`src/rtl/ifetch_pc_pkg.sv`:
```
// Shared constants and types for the instruction fetch PC stage.
// Default window geometry, reset PC, fetch FSM states and the NOP encoding.
package ifetch_pc_pkg;

   localparam int unsigned IMEM_WORDS_DEF = 16;
   localparam int unsigned IDX_W_DEF      = 4;
   localparam logic [31:0] RESET_PC_DEF   = 32'h0000_0000;
   localparam logic [31:0] NOP_INSTR      = 32'h0000_0000;

   typedef enum logic {
      FETCH = 1'b0,
      FAULT = 1'b1
   } fetch_state_e;

endpackage

```
`src/rtl/ifetch_pc.sv`:
```
// Instruction fetch stage: holds the PC, drives the word index to the imem
// decoder and registers the returned word onto a valid/ready output slot.
module ifetch_pc
   import ifetch_pc_pkg::*;
#(
   parameter int unsigned       ADDR_W     = 32,
   parameter int unsigned       IMEM_WORDS = IMEM_WORDS_DEF,
   parameter int unsigned       IDX_W      = IDX_W_DEF,
   parameter logic [ADDR_W-1:0] RESET_PC   = ADDR_W'(RESET_PC_DEF)
) (
   input  logic              clk,
   input  logic              reset,
   output logic [IDX_W-1:0]  imem_idx,
   input  logic [31:0]       imem_rdata,
   input  logic              redirect_valid,
   input  logic [ADDR_W-1:0] redirect_pc,
   output logic              out_valid,
   input  logic              out_ready,
   output logic [31:0]       out_instr,
   output logic [ADDR_W-1:0] out_pc,
   output logic              fetch_fault
);

   localparam logic [ADDR_W-1:0] WINDOW_END = ADDR_W'(IMEM_WORDS * 4);

   fetch_state_e      state_q, state_d;
   logic [ADDR_W-1:0] pc_q, pc_d;
   logic [ADDR_W-1:0] out_pc_q, out_pc_d;
   logic [31:0]       out_instr_q, out_instr_d;
   logic              out_valid_q, out_valid_d;
   logic              slot_free;
   logic              in_window;

   assign slot_free = !out_valid_q || out_ready;
   assign in_window = (pc_q < WINDOW_END);

   always_ff @(posedge clk or posedge reset) begin
      if (reset) begin
         state_q     <= FETCH;
         pc_q        <= RESET_PC;
         out_pc_q    <= '0;
         out_instr_q <= NOP_INSTR;
         out_valid_q <= 1'b0;
      end else begin
         state_q     <= state_d;
         pc_q        <= pc_d;
         out_pc_q    <= out_pc_d;
         out_instr_q <= out_instr_d;
         out_valid_q <= out_valid_d;
      end
   end

   // Redirect outranks everything, including a held instruction and FAULT.
   always_comb begin
      state_d     = state_q;
      pc_d        = pc_q;
      out_pc_d    = out_pc_q;
      out_instr_d = out_instr_q;
      out_valid_d = out_valid_q;
      if (redirect_valid) begin
         pc_d        = {redirect_pc[ADDR_W-1:2], 2'b00};
         out_valid_d = 1'b0;
         state_d     = FETCH;
      end else if (state_q == FETCH && slot_free) begin
         if (in_window) begin
            out_instr_d = imem_rdata;
            out_pc_d    = pc_q;
            out_valid_d = 1'b1;
            pc_d        = pc_q + ADDR_W'(4);
         end else begin
            out_valid_d = 1'b0;
            state_d     = FAULT;
         end
      end
   end

   assign imem_idx    = pc_q[IDX_W+1:2];
   assign out_valid   = out_valid_q;
   assign out_instr   = out_instr_q;
   assign out_pc      = out_pc_q;
   assign fetch_fault = (state_q == FAULT);

endmodule

```
`config.mk`:
```
export PLATFORM = sky130hd
export DESIGN_NAME = ifetch_pc
export DESIGN_NICKNAME = d
export VERILOG_FILES = /design/src/rtl/ifetch_pc_pkg.sv /design/src/rtl/ifetch_pc.sv
export SDC_FILE = /design/constraint.sdc
export NUM_CORES = 1
export LEC_CHECK = 0
export CORE_MARGIN = 3
export CORE_UTILIZATION = 45
export DETAILED_ROUTE_END_ITERATION = 16
export PLACE_DENSITY = 0.82
export SYNTH_ARGS = -nofsm -noshare
export SYNTH_HDL_FRONTEND = slang
export SYNTH_SLANG_ARGS = --single-unit
```
`constraint.sdc`:
```
create_clock -name clk -period 5.18 [get_ports clk]
set_input_delay 1.036 -clock clk [delete_from_list [all_inputs] [get_ports clk]]
set_output_delay 1.036 -clock clk [all_outputs]
set_load 0.005 [all_outputs]
```
==> results.txt, run 1 <==
vias in the first global route - 2394
CTS buffer count - 9
count of boundary I/O pins - 138
Logic pwr share - 0.102
Worst Setup Path Type - in -> reg
Slew HR - 0.509
final WL - 7090 µm
Clock Skews - 0.00643 ns
area of the multi-input gates - 1120 µm²
Worst-Skew Late Latency - 0.34 ns
first-pass GRT wire length - 11300 µm
Slew Limit Fails - 0
Post-CTS Hold Buffers - 0
Avg Vias per Cell - 4.77
Mapped Cells - 237
Post-route DRC - 0
WP buf/inv - 2
Final GP Congestion - 0.704
Max clock buf depth - 2
number of cells on the worst hold path - 1
Hold Vio Cnt, Final - 0
# H-tree levels - 3
DP HPWL - 5270 µm
Slowest cell on crit path - and2b_2
Die Wd - 95.4 µm
layout cells sized above 1 - 0.211
initial DRC count - 37
IO buf count - 133
largest net degree at the start of global routing - 52
die area - 9110 µm²
DRT Pass-1 Iters - 5
RR Endpoint - out_instr[27]
part of the power in the clock network - 0.359
CP max FO - 21
crit path capture type - flop
post-synthesis mux area share - 0.200
Sw Ratio - 0.212
met3 WL - 689 µm
family with the most delay on the worst path - simple AND/OR/NAND/NOR gates
Tmin final - 3.09 ns
sequential cell area - 2350 µm²
sequential area share after synthesis - 0.654
Synth cell types - 31
WL met1 - 2800 µm
Yosys warnings - 0
Post-Route Utilization - 0.693
top sig layer - met4
gr usage total - 0.163
status - finished, final reports clean
Total Neg Setup Slack - 0 ns
Core Rows - 31
Worst EP required - 5.41 ns
met2 WL - 3560 µm
CTS tree - built
largest family of logic cells by synthesized area - multiplexers
syn_area_per_cell - 15.2 µm²
max_cap viols - 0
cell breakdown of the critical path - clkdlybuf4s50_1 -> nand2b_1 -> nor4b_4 -> and2b_2 -> buf_4 -> mux2_2
Area Overhead vs Synth - 44.1%
ratio of total power to cell area - 283 nW/µm²
final setup fails - 0
Synth Area in XOR/XNOR - 0.00243
RSZ-0062 raised after global routing - no
WHS Endpoint - out_instr[7]
register bit count reported by yosys - 94
Netlist Area Pre-Place - 3600 µm²
share of the clock period used by the worst path - 0.596
clock slew at reported path FFs - 0.09 ns
Pleak - 2.31 nW
CTS Sinks - 94
Synth Area in Adders - 0.00348
routed len/inst - 15.0 µm
Core Box Area - 7490 µm²
placed cell areas - 4960 µm²
via count - 2257
initial antenna violation count - 0
root cell of the clock tree - clkbuf_8
hold_sp - out_instr[7]
post-CTS setup buffers - 0
Fmax - 0.324 GHz
hold crit path type - reg -> reg
# diodes - 0
launching point of the worst reg2reg path - pc_q[26]
NetSw - 0.000311 W
Compound-Gate Fraction of Synth Area - 0.0160
die height - 95.4 µm
# fillers - 526
crit start category - primary input
crit-path max cell delay - 0.53 ns
Peak VDD IR - 0.176 mV
Reg power frac - 0.539
post-route cell area - 5180 µm²
worst reg-to-reg path cell count - 6
post-cts gate resize count - 0
Pint - 0.00116 W
overflow left after global routing - 0
worst reg2reg setup slack - 2.31 ns
layout net count - 438
Initial Util - 0.481
antenna viol nets, final - 0
Critical Path AT - 3.31 ns
slew of the pin with the lowest slew margin - 0.736 ns
simple-gate area share of the yosys netlist - 0.0876
## layout by cell type, fill, tap and decap left out
cell	n
nor3_1	1
a22oi_1	1
a2bb2oi_1	1
and2b_2	1
a21boi_0	1
mux2_1	7
mux2i_1	2
clkbuf_8	10
a41o_1	1
ha_1	1
a21oi_1	1
nand4_1	1
nand2_1	3
buf_4	4
xnor2_1	1
nor2_1	3
dfrtp_1	94
nor4b_4	1
or2_2	1
nor2b_1	27
inv_6	1
mux2_2	55
nor4_1	6
clkinv_2	4
o21ai_0	2
nand2b_1	3
nand3_1	2
o31a_1	1
clkdlybuf4s50_1	133
and3b_1	1
bufinv_16	2
conb_1	2
## flip-flops by register name, summed over array words and instances (netlist names)
| register | flops |
|---|---|
| pc_q | 30 |
| out_pc | 30 |
| out_valid | 1 |
| fetch_fault | 1 |
| out_instr | 32 |
## power by group through the flow
stage	combinational, W	clock, W	sequential, W
finish	0.000149	0.000527	0.000792
global route	0.000163	0.000579	0.000798
detailed placement	0.000152	0	0.000807
CTS	0.000153	0.000544	0.000792
floorplan	0.0000626	0	0.000802
global placement	0.000148	0	0.000804
## layer usage
layer / track usage / vias up
li1: - / 1071
met1: 0.193 / 1097
met2: 0.274 / 84
met3: 0.0616 / 5
met4: 0.0533 / 0
met5: 0 / -
## synthesized netlist by cell type
cell type	count	share of area
a21boi_0	1	0.0021
a21oi_1	1	0.0014
a22oi_1	1	0.0021
a2bb2oi_1	1	0.0024
a41o_1	1	0.0028
and2b_1	1	0.0021
and3b_1	1	0.0024
buf_2	2	0.0028
buf_4	6	0.013
buf_6	5	0.016
clkbuf_1	4	0.0042
conb_1	1	0.0010
dfrtp_1	94	0.65
ha_1	1	0.0035
inv_1	1	0.0010
mux2_1	7	0.022
mux2_2	55	0.17
mux2i_1	2	0.0056
nand2_1	3	0.0031
nand2b_1	3	0.0052
nand3_1	2	0.0028
nand4_1	1	0.0017
nor2_1	3	0.0031
nor2b_1	27	0.047
nor3_1	1	0.0014
nor4_1	6	0.010
nor4b_4	1	0.0066
o21ai_0	2	0.0028
o31a_1	1	0.0024
or2_2	1	0.0017
xnor2_1	1	0.0024
## cell families after synthesis
logic type,count (synthesis)
AO/OA/AOI/OAI,8
XOR/XNOR,1
adder cells (fa/ha/maj),1
buffers and inverters,18
flip-flops,94
multiplexers,64
other,1
AND/OR/NAND/NOR,50
## metrics by stage
stage,worst slack (ns),cells,hold WS (ns),power (W)
2_1_floorplan,1.70,238,0.481,0.000865
3_3_place_gp,1.75,457,0.468,0.000952
3_5_place_dp,1.71,457,0.475,0.000959
4_1_cts,2.09,473,0.495,0.00149
5_1_grt,1.96,473,0.509,0.00154
6_report,2.09,473,0.492,0.00147
## layout make-up
| type | count | share of cell area |
|---|---|---|
| multi-input cells | 126 | 0.216 |
| clock inverters | 6 | 0.0162 |
| inverters | 1 | 0.000965 |
| clock buffers | 10 | 0.0265 |
| well taps | 99 | 0.0239 |
| repair buffers | 137 | 0.263 |
| flip-flops and latches | 94 | 0.454 |
## how the worst max path moves through the flow
stage,start,end,slack [ns],depth (start not counted)
after floorplan,reset,fetch_fault,1.70,1
after global placement,out_ready,out_instr[31],1.75,6
after detailed placement,out_ready,out_instr[27],1.71,6
after CTS,out_ready,out_instr[27],2.09,6
after global routing,out_ready,out_instr[31],1.96,6
final,out_ready,out_instr[27],2.09,6
## worst register-to-register path, cell delays in order, from the launching register on
cell and delay (ns):
dfrtp_1 0.39, nor4_1 0.36, nand4_1 0.23, nor4b_4 0.52, and2b_2 0.53, buf_4 0.35, mux2_2 0.38
Power figures use the tool's default switching activity.
==> run 2, diff against run 1 <==
Settings changed: CORE_UTILIZATION 45 to 39, PLACE_DENSITY 0.82 to 0.75.
Clock period 5.18 ns to 2.7 ns, I/O delays scaled along.
==> results.txt, run 2 (synthesis results as in run 1) <==
status - finished, final reports clean
Post-route DRC - 0 (unchanged)
Avg Vias per Cell - 4.66 (-2.4%)
Critical Path AT - 2.50 ns (-0.81 ns)
Core Box Area - 8850 µm² (+18%)
antenna viol nets, final - 0 (unchanged)
Post-CTS Hold Buffers - 0 (unchanged)
layout net count - 438 (unchanged)
final setup fails - 0 (unchanged)
DRT Pass-1 Iters - 3 (-2)
die height - 102 µm (+6.9%)
initial DRC count - 25 (-32%)
Final GP Congestion - 0.694 (-1.4%)
Fmax - 0.440 GHz
hold crit path type - reg -> reg
CP max FO - 62 (+200%)
Worst EP required - 2.93 ns (-2.48 ns)
ratio of total power to cell area - 527 nW/µm² (+86%)
CTS Sinks - 94 (unchanged)
Area Overhead vs Synth - 44.7%
Clock Skews - 0.00986 ns (+0.00342 ns)
Cell Count, Final, Fillers Out - 482 (+1.9%)
Die Wd - 102 µm (+6.9%)
Core Rows - 34 (+9.7%)
share of the clock period used by the worst path - 0.841
crit path capture type - flop
# diodes - 0 (unchanged)
Worst Setup Path Type - reg -> reg
Initial Util - 0.407 (-0.0740)
Peak VDD IR - 0.286 mV (+63%)
CTS buffer count - 9 (unchanged)
Worst-Skew Late Latency - 0.35 ns (about the same)
Pleak - 2.30 nW (-0.45%)
gr usage total - 0.135 (-0.0277)
post-cts gate resize count - 0 (unchanged)
max_cap viols - 0 (unchanged)
die area - 10400 µm² (+14%)
Max clock buf depth - 2 (unchanged)
# H-tree levels - 3 (unchanged)
initial antenna violation count - 0 (unchanged)
Tmin final - 2.27 ns
root cell of the clock tree - clkbuf_8
commonest cells after routing, fill and taps aside - clkdlybuf4s50_1, dfrtp_1, mux2_2
layout cells sized above 1 - 0.211 (unchanged)
final WL - 6880 µm (-3.1%)
Hold Vio Cnt, Final - 0 (unchanged)
most common cell after layout, fill and taps aside - clkdlybuf4s50_1
clock slew at reported path FFs - 0.09 ns (about the same)
CTS tree - built
IO buf count - 133 (unchanged)
crit start category - flop
Slew Limit Fails - 0 (unchanged)
first-pass GRT wire length - 11000 µm (-2.7%)
# placed instances - 466 (+2.0%)
hold_ws - 0.490 ns (-0.00126 ns)
max reg flops - 32 (unchanged)
RSZ-0062 raised after global routing - no
vias in the first global route - 2375 (-0.79%)
Total Neg Setup Slack - 0 ns (unchanged)
via count - 2244 (-0.58%)
largest net degree at the start of global routing - 81 (+56%)
PnR worst setup slack - 0.429 ns (-1.66 ns)
DP HPWL - 5020 µm (-4.8%)
overflow left after global routing - 0 (unchanged)
count of boundary I/O pins - 138 (unchanged)
routed len/inst - 14.3 µm (-4.9%)
post-CTS setup buffers - 0 (unchanged)
pre-CTS WS - 0.292 ns (-1.42 ns)
==> run 2: cell type report <==
type	instances	area (µm²)
Tap cell	108	135
Fill cell	724	3640
Inverter	1	7.51
Multi-Input combinational cell	126	1120
Sequential cell	94	2350
Clock inverter	7	80.1
Timing Repair Buffer	137	1390
Clock buffer	9	124
==> run 2: critical path, cell delays in order, from the launching register on <==
cell     delay (ns)
dfrtp_1        0.39
nor4_1         0.36
nand4_1        0.22
nor4b_4        0.32
and2b_2        0.20
buf_12         0.27
mux2_2         0.37
==> run 2: stage by stage <==
stage	total power, W	instance area [µm²]	util
final	0.00275	5210	0.588
after global routing	0.00289	5210	0.588
after CTS	0.00280	5210	0.588
after detailed placement	0.00184	5000	0.565
after global placement	0.00183	5000	0.565
after floorplan	0.00166	3610	-
==> run 2: path summary, 6_finish.rpt <==
| kind | start | endpoint | slack [ns] | cells past startpoint |
|---|---|---|---|---|
| worst max-delay path | pc_q[26] | out_instr[10] | 0.43 | 6 |
| worst min-delay path | out_instr[7] | out_instr[7] | 0.49 | 1 |
| worst max register to register | pc_q[26] | out_instr[10] | 0.43 | 6 |
| worst min register to register | out_instr[7] | out_instr[7] | 0.49 | 1 |
| max in group asynchronous | reset | out_pc[2] | 1.49 | 3 |
| min in group asynchronous | reset | out_instr[25] | 0.50 | 2 |
==> run 2: power breakdown <==
part / internal (W) / total (W) / switching, W
clock network: 0.000443 / 0.000941 / 0.000498
logic: 0.000200 / 0.000288 / 0.0000878
registers: 0.00148 / 0.00152 / 0.0000413
==> run 2: metal layers <==
| layer | wire length (µm) | track usage | vias to the layer above |
|---|---|---|---|
| met5 | 0 | 0 | - |
| met4 | 76 | 0.0545 | 0 |
| met3 | 607 | 0.0478 | 7 |
| met2 | 3310 | 0.222 | 89 |
| met1 | 2880 | 0.162 | 1081 |
| li1 | - | - | 1067 |
